### src/rtl/ps2_key_sequencer_if.sv
// Byte-in / key-event-out handshake bundle for the PS/2 key sequencer.
// The slave side is the sequencer; the master side feeds bytes and takes events.
interface ps2_key_sequencer_if;
   logic       rx_valid;
   logic [7:0] rx_data;
   logic       rx_ready;
   logic       ev_valid;
   logic       ev_ready;
   logic [7:0] ev_code;
   logic       ev_release;
   logic       ev_ext;

   modport master (
      output rx_valid, rx_data, ev_ready,
      input  rx_ready, ev_valid, ev_code, ev_release, ev_ext
   );

   modport slave (
      input  rx_valid, rx_data, ev_ready,
      output rx_ready, ev_valid, ev_code, ev_release, ev_ext
   );
endinterface

### src/rtl/ps2_key_sequencer.sv
// Turns the PS/2 scancode byte stream into make/break key events.
// Define PS2_EXT_KEY_EN to build E0 (extended key) prefix handling.
module ps2_key_sequencer #(
   parameter int CNT_W = 8
) (
   input  logic             clk,
   input  logic             resetn,
   ps2_key_sequencer_if.slave bus,
   output logic [7:0]       cur_code,
   output logic             key_down,
   output logic [CNT_W-1:0] press_cnt,
   output logic             seg_en,
   output logic             err
);

   localparam logic [7:0] B_EXT = 8'hE0;
   localparam logic [7:0] B_BRK = 8'hF0;
   localparam logic [CNT_W-1:0] CNT_ONE = {{(CNT_W-1){1'b0}}, 1'b1};

   typedef enum logic [1:0] {IDLE, EXT, BRK} state_t;

   state_t     state;
   logic       ext_q;
   logic       cur_ext;
   logic       accept;
   logic       is_repeat;
   logic [7:0] b;

   assign b           = bus.rx_data;
   assign bus.rx_ready = !bus.ev_valid;
   assign accept      = bus.rx_valid && !bus.ev_valid;
   assign seg_en      = key_down;

   // Held key re-sent by typematic repeat; ext flag must match too.
   assign is_repeat = key_down && (b == cur_code) && (cur_ext == ext_q);

   // Prefix FSM, event register and key tracking in one clocked block.
   always_ff @(posedge clk) begin
      if (!resetn) begin
         state          <= IDLE;
         ext_q          <= 1'b0;
         cur_ext        <= 1'b0;
         cur_code       <= 8'h00;
         key_down       <= 1'b0;
         press_cnt      <= '0;
         err            <= 1'b0;
         bus.ev_valid   <= 1'b0;
         bus.ev_code    <= 8'h00;
         bus.ev_release <= 1'b0;
         bus.ev_ext     <= 1'b0;
      end else begin
         err <= 1'b0;
         if (bus.ev_valid && bus.ev_ready)
            bus.ev_valid <= 1'b0;
         if (accept) begin
            unique case (state)
               IDLE: begin
                  if (b == B_EXT) begin
`ifdef PS2_EXT_KEY_EN
                     state <= EXT;
                     ext_q <= 1'b1;
`endif
                  end else if (b == B_BRK) begin
                     state <= BRK;
                  end else if (!is_repeat) begin
                     bus.ev_valid   <= 1'b1;
                     bus.ev_code    <= b;
                     bus.ev_release <= 1'b0;
                     bus.ev_ext     <= 1'b0;
                     cur_code       <= b;
                     cur_ext        <= 1'b0;
                     key_down       <= 1'b1;
                     press_cnt      <= press_cnt + CNT_ONE;
                  end
               end
`ifdef PS2_EXT_KEY_EN
               EXT: begin
                  if (b == B_BRK) begin
                     state <= BRK;
                  end else if (b == B_EXT) begin
                     err <= 1'b1;
                  end else begin
                     state <= IDLE;
                     ext_q <= 1'b0;
                     if (!is_repeat) begin
                        bus.ev_valid   <= 1'b1;
                        bus.ev_code    <= b;
                        bus.ev_release <= 1'b0;
                        bus.ev_ext     <= 1'b1;
                        cur_code       <= b;
                        cur_ext        <= 1'b1;
                        key_down       <= 1'b1;
                        press_cnt      <= press_cnt + CNT_ONE;
                     end
                  end
               end
`endif
               BRK: begin
                  if (b == B_EXT || b == B_BRK) begin
                     err <= 1'b1;
                  end else begin
                     state          <= IDLE;
                     ext_q          <= 1'b0;
                     bus.ev_valid   <= 1'b1;
                     bus.ev_code    <= b;
                     bus.ev_release <= 1'b1;
                     bus.ev_ext     <= ext_q;
                     if (b == cur_code)
                        key_down <= 1'b0;
                  end
               end
               default: begin
                  state <= IDLE;
                  ext_q <= 1'b0;
               end
            endcase
         end
      end
   end

endmodule

### src/flat_wrapper.sv
// flat-port wrapper written by rule: the top's interface ports become plain ports
module ps2_key_sequencer_flat 
#(
   parameter int CNT_W = 8
)
  (clk, resetn, cur_code, key_down, press_cnt, seg_en, err, bus_rx_valid, bus_rx_data, bus_ev_ready, bus_rx_ready, bus_ev_valid, bus_ev_code, bus_ev_release, bus_ev_ext);
  ps2_key_sequencer_if bus_i ();
  input  logic clk;
  input  logic resetn;
  output logic [7:0] cur_code;
  output logic key_down;
  output logic [CNT_W-1:0] press_cnt;
  output logic seg_en;
  output logic err;
  input wire logic [$bits(bus_i.rx_valid)-1:0] bus_rx_valid;
  input wire logic [$bits(bus_i.rx_data)-1:0] bus_rx_data;
  input wire logic [$bits(bus_i.ev_ready)-1:0] bus_ev_ready;
  output wire logic [$bits(bus_i.rx_ready)-1:0] bus_rx_ready;
  output wire logic [$bits(bus_i.ev_valid)-1:0] bus_ev_valid;
  output wire logic [$bits(bus_i.ev_code)-1:0] bus_ev_code;
  output wire logic [$bits(bus_i.ev_release)-1:0] bus_ev_release;
  output wire logic [$bits(bus_i.ev_ext)-1:0] bus_ev_ext;
  assign bus_i.rx_valid = bus_rx_valid;
  assign bus_i.rx_data = bus_rx_data;
  assign bus_i.ev_ready = bus_ev_ready;
  assign bus_rx_ready = bus_i.rx_ready;
  assign bus_ev_valid = bus_i.ev_valid;
  assign bus_ev_code = bus_i.ev_code;
  assign bus_ev_release = bus_i.ev_release;
  assign bus_ev_ext = bus_i.ev_ext;
  ps2_key_sequencer #(.CNT_W(CNT_W)) u_core (.clk(clk), .resetn(resetn), .bus(bus_i), .cur_code(cur_code), .key_down(key_down), .press_cnt(press_cnt), .seg_en(seg_en), .err(err));
endmodule
### config.mk
export PLATFORM = sky130hd
export DESIGN_NAME = ps2_key_sequencer_flat
export DESIGN_NICKNAME = d
export VERILOG_FILES = /design/src/rtl/ps2_key_sequencer_if.sv /design/src/rtl/ps2_key_sequencer.sv /design/src/flat_wrapper.sv
export SDC_FILE = /design/constraint.sdc
export NUM_CORES = 1
export LEC_CHECK = 0
export ABC_AREA = 0
export BUFFER_PORTS_ARGS = -buffer_cell sky130_fd_sc_hd__buf_2
export CORE_MARGIN = 1
export CORE_UTILIZATION = 40
export DETAILED_ROUTE_END_ITERATION = 8
export HOLD_SLACK_MARGIN = 0.03
export PLACE_DENSITY = 0.67
export SETUP_SLACK_MARGIN = 0.15
export SLEW_MARGIN = 20
export SYNTH_ARGS = -nofsm -noshare
export SYNTH_HDL_FRONTEND = slang
export SYNTH_SLANG_ARGS = --single-unit
### constraint.sdc
create_clock -name clk -period 2.7 [get_ports clk]
set_clock_uncertainty 0.2 [all_clocks]
set_input_delay 0.27 -clock clk [delete_from_list [all_inputs] [get_ports clk]]
set_output_delay 0.27 -clock clk [all_outputs]
set_load 0.05 [all_outputs]
# Word-level counts from Yosys, hierarchy flattened
# Cells that the tools add are included.
word_totals:
  input_bits: 12
  word_cells: 72
  out_inout_bits: 31
  ff_bits: 32
op_classes:
  n_reduce_logical: 14
  add_sub_neg: 1
  n_eq_ne: 10
  n_mux: 32
  bitwise: 5
op_table:
  columns: ["op", "n"]
  rows:
  - ["$mux W8", 4]
  - ["$mux W1", 18]
  - ["$eq A8 B8 Y1 const B", 2]
  - ["$pmux W8 S2", 1]
  - ["$pmux W1 S2", 5]
  - ["$add A8 B1 Y8 const B", 1]
  - ["$eq A8 B8 Y1", 1]
  - ["$ne A2 B2 Y1 const B", 4]
  - ["$reduce_and A7 Y1", 1]
  - ["$mux W2", 3]
  - ["$reduce_and A3 Y1", 2]
  - ["$reduce_and A6 Y1", 1]
  - ["$not A1 Y1", 5]
  - ["$reduce_and A5 Y1", 1]
  - ["$logic_and A1 B1 Y1", 4]
  - ["$ne A2 B1 Y1 const B", 2]
  - ["$pmux W2 S2", 1]
  - ["$reduce_and A4 Y1", 1]
  - ["$eq A2 B2 Y1 const B", 1]
  - ["$logic_not A2 Y1", 1]
  - ["$reduce_bool A2 Y1", 1]
  - ["$logic_not A1 Y1", 1]
  - ["$logic_or A1 B1 Y1", 1]

# Logic depth before layout (Yosys ltp)
# Gate-level depths: netlist of the first run.
depth:
  ltp_word: 8
  ltp_mapped: 6
  depth_no_buf: 5

# Least setup slack after synthesis of the first run
# No wires, ideal clock.
synth_path:
  path_type: "register to register"
  from: "register u_core.cur_code[7]"
  to: "register u_core.bus.ev_valid"
  n_path_buf: 1
  setup_ps: 115
  setup_slack_ps: 565
  synth_period_minus_slack_ps: 2135
  path_stages_with_launch: 7
  required_time_ps: 2385
  arrival_time_ps: 1821
  path_cell_list: "dfxtp_1 > xor2_1 > nor4_2 > and3_1 > a21oi_1 > buf_6 > o21a_1"
synth_between:
  elab_chain_len: 8
synth_rtl:
  columns: ["element", "line_no", "source"]
  rows:
  - ["from (decl)", "ps2_key_sequencer.sv:9", "output logic [7:0] cur_code,"]
  - ["from (signal assigned)", "ps2_key_sequencer.sv:43", "cur_code <= 8'h00;"]
  - ["from (signal assigned)", "ps2_key_sequencer.sv:70", "cur_code <= b;"]
  - ["$eq A8 B8 Y1", "ps2_key_sequencer.sv:35", "assign is_repeat = key_down && (b == cur_code) && (cur_ext == ext_q);"]
  - ["$logic_and A1 B1 Y1 (2 in a row)", "ps2_key_sequencer.sv:35", null]
  - ["$mux W1", "ps2_key_sequencer.sv:65", "end else if (!is_repeat) begin"]
  - ["$mux W1", "ps2_key_sequencer.sv:63", "end else if (b == B_BRK) begin"]
  - ["$mux W1", "ps2_key_sequencer.sv:58", "if (b == B_EXT) begin"]
  - ["$pmux W1 S2", "ps2_key_sequencer.sv:56", "unique case (state)"]
  - ["$mux W1", "ps2_key_sequencer.sv:55", "if (accept) begin"]
  - ["to (signal assigned)", "ps2_key_sequencer.sv:47", "bus.ev_valid <= 1'b0;"]
  - ["to (signal assigned)", "ps2_key_sequencer.sv:54", "bus.ev_valid <= 1'b0;"]
  - ["to (signal assigned)", "ps2_key_sequencer.sv:66", "bus.ev_valid <= 1'b1;"]
  - ["to (decl)", "ps2_key_sequencer_if.sv:20", "output rx_ready, ev_valid, ev_code, ev_release, ev_ext"]
# No other way between the ends.
# A chain may end at the register's enable or synchronous reset.

# Worst setup path after layout of the first run
layout_path:
  from: "input bus_rx_data[5]"
  to: "register u_core.press_cnt[5]"
layout_between:
  elab_chain_len: 5
  word_cells_on_any_way: 9
  classes_between: "eq/ne (3); bitwise (3); reduce/logical (3)"
layout_rtl:
  columns: ["element", "line_no", "source"]
  rows:
  - ["from (decl)", "flat_wrapper.sv:16", "input wire logic [$bits(bus_i.rx_data)-1:0] bus_rx_data;"]
  - ["$eq A8 B8 Y1", "ps2_key_sequencer.sv:35", null]
  - ["$logic_and A1 B1 Y1 (2 in a row)", "ps2_key_sequencer.sv:35", null]
  - ["$not A1 Y1 (no source line)", null, null]
  - ["$reduce_and A5 Y1 (no source line) (*)", null, null]
  - ["to (signal assigned)", "ps2_key_sequencer.sv:73", "press_cnt <= press_cnt + CNT_ONE;"]
  - ["to (decl)", "ps2_key_sequencer.sv:11", "output logic [CNT_W-1:0] press_cnt,"]
# Mark *: on every way between the ends. The rest lies on a longest branch, timed or not.

==> results.sh, run 1 <==
export IMPL_nFillCells=313
export IMPL_synth_avg_cell_area_um2=8.96
export IMPL_io_pins=43
export IMPL_cts_tree="built"
export IMPL_cp_cell_sequence="dlygate4sd3_1 > buf_2 > nand4b_1 > o211ai_2 > a31o_4 > or4_1 > a21oi_1"
export IMPL_multi_input_area_um2=639
export IMPL_hold_path_cell_count=3
export IMPL_fp_dieH_um=58.6
export IMPL_rrSetupSlack_ns=0.68
export IMPL_hold_viol=0
export IMPL_power_mw=0.994
export IMPL_syn_cell_area_mm2=0.00128
export IMPL_status="complete, no violations"
export IMPL_grt_max_degree=30
export IMPL_core_mm2=0.00305
export IMPL_gp_congestion=0.709
export IMPL_ys_ff_latch=29
export IMPL_route_met3_wl_um=170
export IMPL_hold_ws_ns=0.0489
export IMPL_wl_met2_um=1430
export IMPL_yosysWarnings=0
export IMPL_fp_dieW_um=58.6
export IMPL_utilization_pct=53.8
export IMPL_cts_root_buffer="clkbuf_4"
export IMPL_numCtsBuffers=5
export IMPL_final_seq_area_um2=581
export IMPL_drc=0
export IMPL_dr_first_iter_drc_count=83
export IMPL_antenna_found_initial=0
export IMPL_p_per_area_mw_per_mm2=605
export IMPL_fin_area_mm2=0.00164
export IMPL_yosysTopAreaCellShare_pct=45.3
export IMPL_wire_per_inst_um=12.5
export IMPL_io_buffers=41
export IMPL_post_route_period_util_pct=83.3
export IMPL_worstHoldStart="bus_rx_data[7]"
export IMPL_grt_pass1_vias=1192
export IMPL_met1_length_um=1290
export IMPL_instances_no_fill=235
export IMPL_tightest_slew_ns=0.662
export IMPL_crit_type="in -> reg"
export IMPL_rsz0062_at_grt="no"
export IMPL_fmax_mhz=445
export IMPL_nNetsFinal=203
export IMPL_worstPathArrival_ns=2.30
export IMPL_viasPerCell=5.02
export IMPL_crit_path_end_kind="flop"
export IMPL_synth_seq_area_share_pct=45.3
export IMPL_rows=20
export IMPL_rr_startpoint="u_core.bus.ev_valid$_SDFF_PN0_"
export IMPL_crit_path_start="bus_rx_data[5]"
export IMPL_vias=1180
export IMPL_grt_pass1_wl_um=4970
export IMPL_worst_path_max_fanout=27
export IMPL_ys_types=32
export IMPL_slowest_delay_ns=0.53
export IMPL_cts_sinks=29
export IMPL_cp_slowest_cell="dlygate4sd3_1"
export IMPL_setup_viol=0
export IMPL_fin_ws_ns=0.452
export IMPL_leakage_nw=0.737
export IMPL_drt_pass1_iterations=4
export IMPL_clk_pin_slew_ns=0.09
export IMPL_place_ws_ns=0.344
export IMPL_async_flop_share_pct=0
export IMPL_min_period_ns=2.25
export IMPL_reg2reg_to="u_core.press_cnt[5]$_SDFFE_PN0P_"
export IMPL_top_layer="met4"
export IMPL_min_to="u_core.cur_code[7]$_SDFFE_PN0P_"
export IMPL_overflow=0
export IMPL_ys_flop_type="dfxtp_1"
export IMPL_placed_cells=219
export IMPL_drive_gt1_share_pct=28.3
export IMPL_cts_resized=0
export IMPL_r2r_cells=5
export IMPL_dp_hpwl_um=2060
export IMPL_maxSlewViolCount=0
export IMPL_die_area_mm2=0.00343
export IMPL_dpl_cell_area_mm2=0.00149
export IMPL_cts_max_level=2
export IMPL_antenna_left=0
export IMPL_synth_cells=143
export IMPL_initial_core_util_pct=42.0
export IMPL_hold_path_class="in -> reg"
export IMPL_syn_nets=156
export IMPL_diodes=0
export IMPL_maxCapViolCount=0
export IMPL_track_usage_pct=19.6
export IMPL_relSlewSlack_pct=55.9
export IMPL_synthToLayoutAreaGrowth_pct=28.1
export IMPL_synth_edf_count=0
export IMPL_synth_largest_area_cell="dfxtp_1"
export IMPL_wirelength_um=2950
export IMPL_tns_ns=0
export IMPL_synth_area_leaders="dfxtp_1 45%, nand2_1 6.4%, mux2i_1 6.3%"
export IMPL_ir_drop_v=0.000336
export IMPL_required_ns=2.76
export IMPL_cp_start_kind="input pin"
export IMPL_clockBufferDepth=2
export IMPL_insertion_delay_ns=0.33
==> metal layers <==
layer / vias up / GRT usage (%)
li1: 591 / -
met1: 547 / 21.9
met2: 35 / 32.8
met3: 7 / 7.25
met4: 0 / 9.52
met5: - / 0
==> synthesized netlist by cell type (all sizes together), types with 3 or more instances <==
library cell,number
buf,5
xor2,8
clkbuf,4
dfxtp,29
nand3,11
mux2i,8
or3,4
nand2,22
o31ai,3
nor2,4
a21oi,10
o21ai,13
==> repair_timing <==
| item | in CTS | in global routing |
|---|---|---|
| endpoints found under the hold margin | 11 | 0 |
| buffers inserted | 0 | 0 |
| hold buffers | 8 | 0 |
==> where the power goes <==
part | internal, mW | switching [mW] | leakage, nW
logic | 0.0615 | 0.161 | 0.459
registers | 0.451 | 0.0191 | 0.237
clock network | 0.151 | 0.150 | 0.0413
==> layout by cell type, fill, tap and decap left out <==
cell type      synthesis  routed
o31ai_1                3       3
nor3b_1                1       1
a21oi_1               10       9
or3_1                  4       4
nand3_1               11      11
a31oi_1                1       1
nor4_2                 2       2
conb_1                 1       1
a31o_1                 1       1
a21oi_2                0       1
o21a_1                 1       1
ha_1                   1       1
clkbuf_4               0       5
dlygate4sd3_1          0       8
xor2_1                 8       8
o21ai_1               13      13
buf_2                  1      41
o211ai_1               1       1
and3_1                 2       2
o211ai_2               1       1
or4_1                  2       2
nand2_1               22      22
xnor2_1                1       1
clkinv_1               1       1
and2b_1                1       1
clkinv_2               0       1
mux2i_1                8       8
nand4b_1               1       1
dfxtp_1               29      29
a31o_4                 1       1
nor2_1                 4       4
and4_1                 1       1
inv_1                  2       2
clkbuf_8               0       2
==> state kept, by name, summed over array words and instances (netlist names) <==
signal                 count
u_core.state               1
u_core.err                 1
u_core.key_down            1
u_core.bus.ev_code         8
u_core.bus.ev_release      1
u_core.bus.ev_valid        1
u_core.press_cnt           8
u_core.cur_code            8
==> kinds of logic (layout without fill, tap and decap cells) <==
logic type	Yosys count	in the layout	share of synthesized area (%)
XOR/XNOR	9	9	6.15
buffers and inverters	12	60	5.08
flip-flops	29	29	45.3
AO/OA/AOI/OAI	32	32	15.4
adder cells (fa/ha/maj)	1	1	0.976
other	1	1	0.293
AND/OR/NAND/NOR	51	51	20.5
multiplexers	8	8	6.25
==> worst max-delay path, delay by kind of cell <==
kind | cells | cell delay (ns)
buffers and inverters | 2 | 0.68
and+or+nand+nor | 2 | 0.72
AOI/OAI and AO/OA | 3 | 0.64
==> cell type report <==
cell class,count,area share [%]
multi-input cells,102,38.9
repair buffers,49,17.4
well taps,44,3.35
clock inverters,1,0.305
clock buffers,7,3.96
inverters,3,0.686
flip-flops and latches,29,35.4
==> worst max-delay path by stage <==
stage          slack, ns  cells past startpoint                            endpoint
4_1_cts             0.17                      7  u_core.bus.ev_code[7]$_SDFFE_PN0P_
5_1_grt             0.39                      7    u_core.press_cnt[5]$_SDFFE_PN0P_
3_3_place_gp        0.42                      6  u_core.bus.ev_code[0]$_SDFFE_PN0P_
3_5_place_dp        0.34                      6  u_core.bus.ev_code[7]$_SDFFE_PN0P_
6_report            0.45                      7    u_core.press_cnt[5]$_SDFFE_PN0P_
2_1_floorplan       0.56                      6      u_core.bus.ev_valid$_SDFF_PN0_
No activity file was read; power rests on OpenSTA's default activity.
==> inputs of run 2 (changes only) <==
==> constraint.sdc (replaced) <==
create_clock -name clk -period 2.1 [get_ports clk]
set_clock_uncertainty 0.2 [all_clocks]
set_input_delay 0.21 -clock clk [delete_from_list [all_inputs] [get_ports clk]]
set_output_delay 0.21 -clock clk [all_outputs]
set_load 0.05 [all_outputs]
==> run 2 against run 1 <==
Clock power grew 62%. Non-clock buffer count grew 8. Total power grew 44%. Core utilization grew 6.5 points. Highest routed layer unchanged.
==> results.sh, run 2 (synthesis results as in run 1) <==
export IMPL_fp_dieH_um=58.6
export IMPL_grt_pass1_wl_um=5160
export IMPL_wire_per_inst_um=13.0
export IMPL_insertion_delay_ns=0.34
export IMPL_fp_dieW_um=58.6
export IMPL_cts_max_level=2
export IMPL_tns_ns=0
export IMPL_dr_first_iter_drc_count=47
export IMPL_nNetsFinal=212
export IMPL_dp_hpwl_um=2050
export IMPL_setup_viol=0
export IMPL_maxCapViolCount=0
export IMPL_diodes=0
export IMPL_p_per_area_mw_per_mm2=777
export IMPL_die_area_mm2=0.00343
export IMPL_leakage_nw=0.809
export IMPL_ir_drop_v=0.000513
export IMPL_grt_max_degree=28
export IMPL_grt_pass1_vias=1121
export IMPL_cp_start_kind="flop"
export IMPL_min_period_ns=1.89
export IMPL_layout_commonest_cell="buf_2"
export IMPL_clk_pin_slew_ns=0.10
export IMPL_hold_ws_ns=0.0985
export IMPL_initial_core_util_pct=42.0
export IMPL_cts_sinks=29
export IMPL_crit_path_end_kind="flop"
export IMPL_worstPathArrival_ns=1.92
export IMPL_gp_congestion=0.767
export IMPL_crit_path_start="u_core.cur_code[5]$_SDFFE_PN0P_"
export IMPL_rrSetupSlack_ns=0.21
export IMPL_final_cell_mix="41 x buf_2, 22 x nand2_1, 20 x dfxtp_1, 13 x o21ai_1, 11 x nand3_1"
export IMPL_fin_ws_ns=0.209
export IMPL_drive_gt1_share_pct=40.0
export IMPL_io_buffers=41
export IMPL_crit_type="reg -> reg"
export IMPL_clockBufferDepth=2
export IMPL_cts_root_buffer="clkbuf_4"
export IMPL_antenna_found_initial=0
export IMPL_io_pins=43
export IMPL_synthToLayoutAreaGrowth_pct=43.6
export IMPL_drc=0
export IMPL_numCtsBuffers=5
export IMPL_overflow=0
export IMPL_worst_path_max_fanout=5
export IMPL_viasPerCell=5.00
export IMPL_post_route_period_util_pct=90.0
export IMPL_endpoint="u_core.bus.ev_code[1]$_SDFFE_PN0P_"
export IMPL_fmax_mhz=529
export IMPL_antenna_left=0
export IMPL_hold_path_class="in -> reg"
export IMPL_top_regs="u_core.bus.ev_code x8, u_core.cur_code x8, u_core.press_cnt x8"
export IMPL_wirelength_um=3170
export IMPL_drt_pass1_iterations=4
export IMPL_maxSlewViolCount=0
export IMPL_vias=1219
export IMPL_rr_startpoint="u_core.cur_code[5]$_SDFFE_PN0P_"
export IMPL_core_mm2=0.00305
export IMPL_required_ns=2.13
export IMPL_rsz0062_at_grt="no"
export IMPL_reg2reg_to="u_core.bus.ev_code[1]$_SDFFE_PN0P_"
export IMPL_track_usage_pct=20.9
export IMPL_status="complete, no violations"
export IMPL_place_ws_ns=0.0728
export IMPL_hold_viol=0
export IMPL_cts_tree="built"
export IMPL_rows=20
export IMPL_r2r_cells=6
run 2: cell types whose count changed in the layout (fill, tap and decap cells not counted), moves of 2 or more:
cell	delta
dfxtp_1	-9
dfxtp_2	+9
xor2_1	-8
xor2_2	+8
buf_4	+7
nor4_2	-2
nor4_4	+2
run 2: worst min path at each step:
stage                                             from  slack, ns  cells after the start                            endpoint
global route                                    resetn       0.12                      4    u_core.press_cnt[2]$_SDFFE_PN0P_
CTS                                             resetn       0.08                      4    u_core.press_cnt[2]$_SDFFE_PN0P_
global placement    u_core.bus.ev_code[1]$_SDFFE_PN0P_       0.25                      2  u_core.bus.ev_code[1]$_SDFFE_PN0P_
detailed placement  u_core.bus.ev_code[0]$_SDFFE_PN0P_       0.25                      2  u_core.bus.ev_code[0]$_SDFFE_PN0P_
finish                                          resetn        0.1                      3    u_core.press_cnt[0]$_SDFFE_PN0P_
floorplan                               bus_rx_data[0]       0.16                      2     u_core.cur_code[0]$_SDFFE_PN0P_
run 2: through the flow:
step / power [mW] / instance area (um2) / utilization (%) / instances
floorplan: 0.835 / 1290 / - / 143
global placement: 0.896 / 1530 / 50.1 / 223
detailed placement: 0.901 / 1530 / 50.1 / 223
CTS: 1.42 / 1760 / 57.8 / 244
global route: 1.48 / 1840 / 60.2 / 244
finish: 1.43 / 1840 / 60.2 / 244
run 2: final cells by class:
class                           count  area (um2)
Clock inverter                      1        30.0
Clock buffer                        7        55.1
Inverter                            3        11.3
Sequential cell                    29         592
Timing Repair Buffer               57         348
Tap cell                           44        55.1
Multi-Input combinational cell    103         748
Fill cell                         270        1210
run 2: what timing repair did:
item	4_1_cts	5_1_grt
pin swaps	0	1
setup buffers	3	0
cloned	1	0
hold buffers	9	0
hold endpoints to repair	18	0
resized for setup	4	11
setup endpoints to repair	9	10
run 2: power by group:
part	internal (mW)	switching [mW]	leakage (nW)
clock network	0.284	0.205	0.0455
logic	0.104	0.224	0.523
registers	0.583	0.0291	0.241
total	0.971	0.458	0.809
run 2: routing by layer:
metal	vias to the layer above	share of wire [%]	track usage (%)
met5	-	0	0
met4	0	1.9	10.2
met3	7	5.6	7.03
met2	33	49	34.2
met1	569	44	24.5
li1	610	-	-
run 2: worst max-delay path, cell delays in order, from the launching register on:
cell and delay, ns:
dfxtp_2 0.35, xor2_2 0.19, nor4_4 0.41, and3_4 0.27, a21oi_4 0.09, buf_4 0.17, mux2i_1 0.11
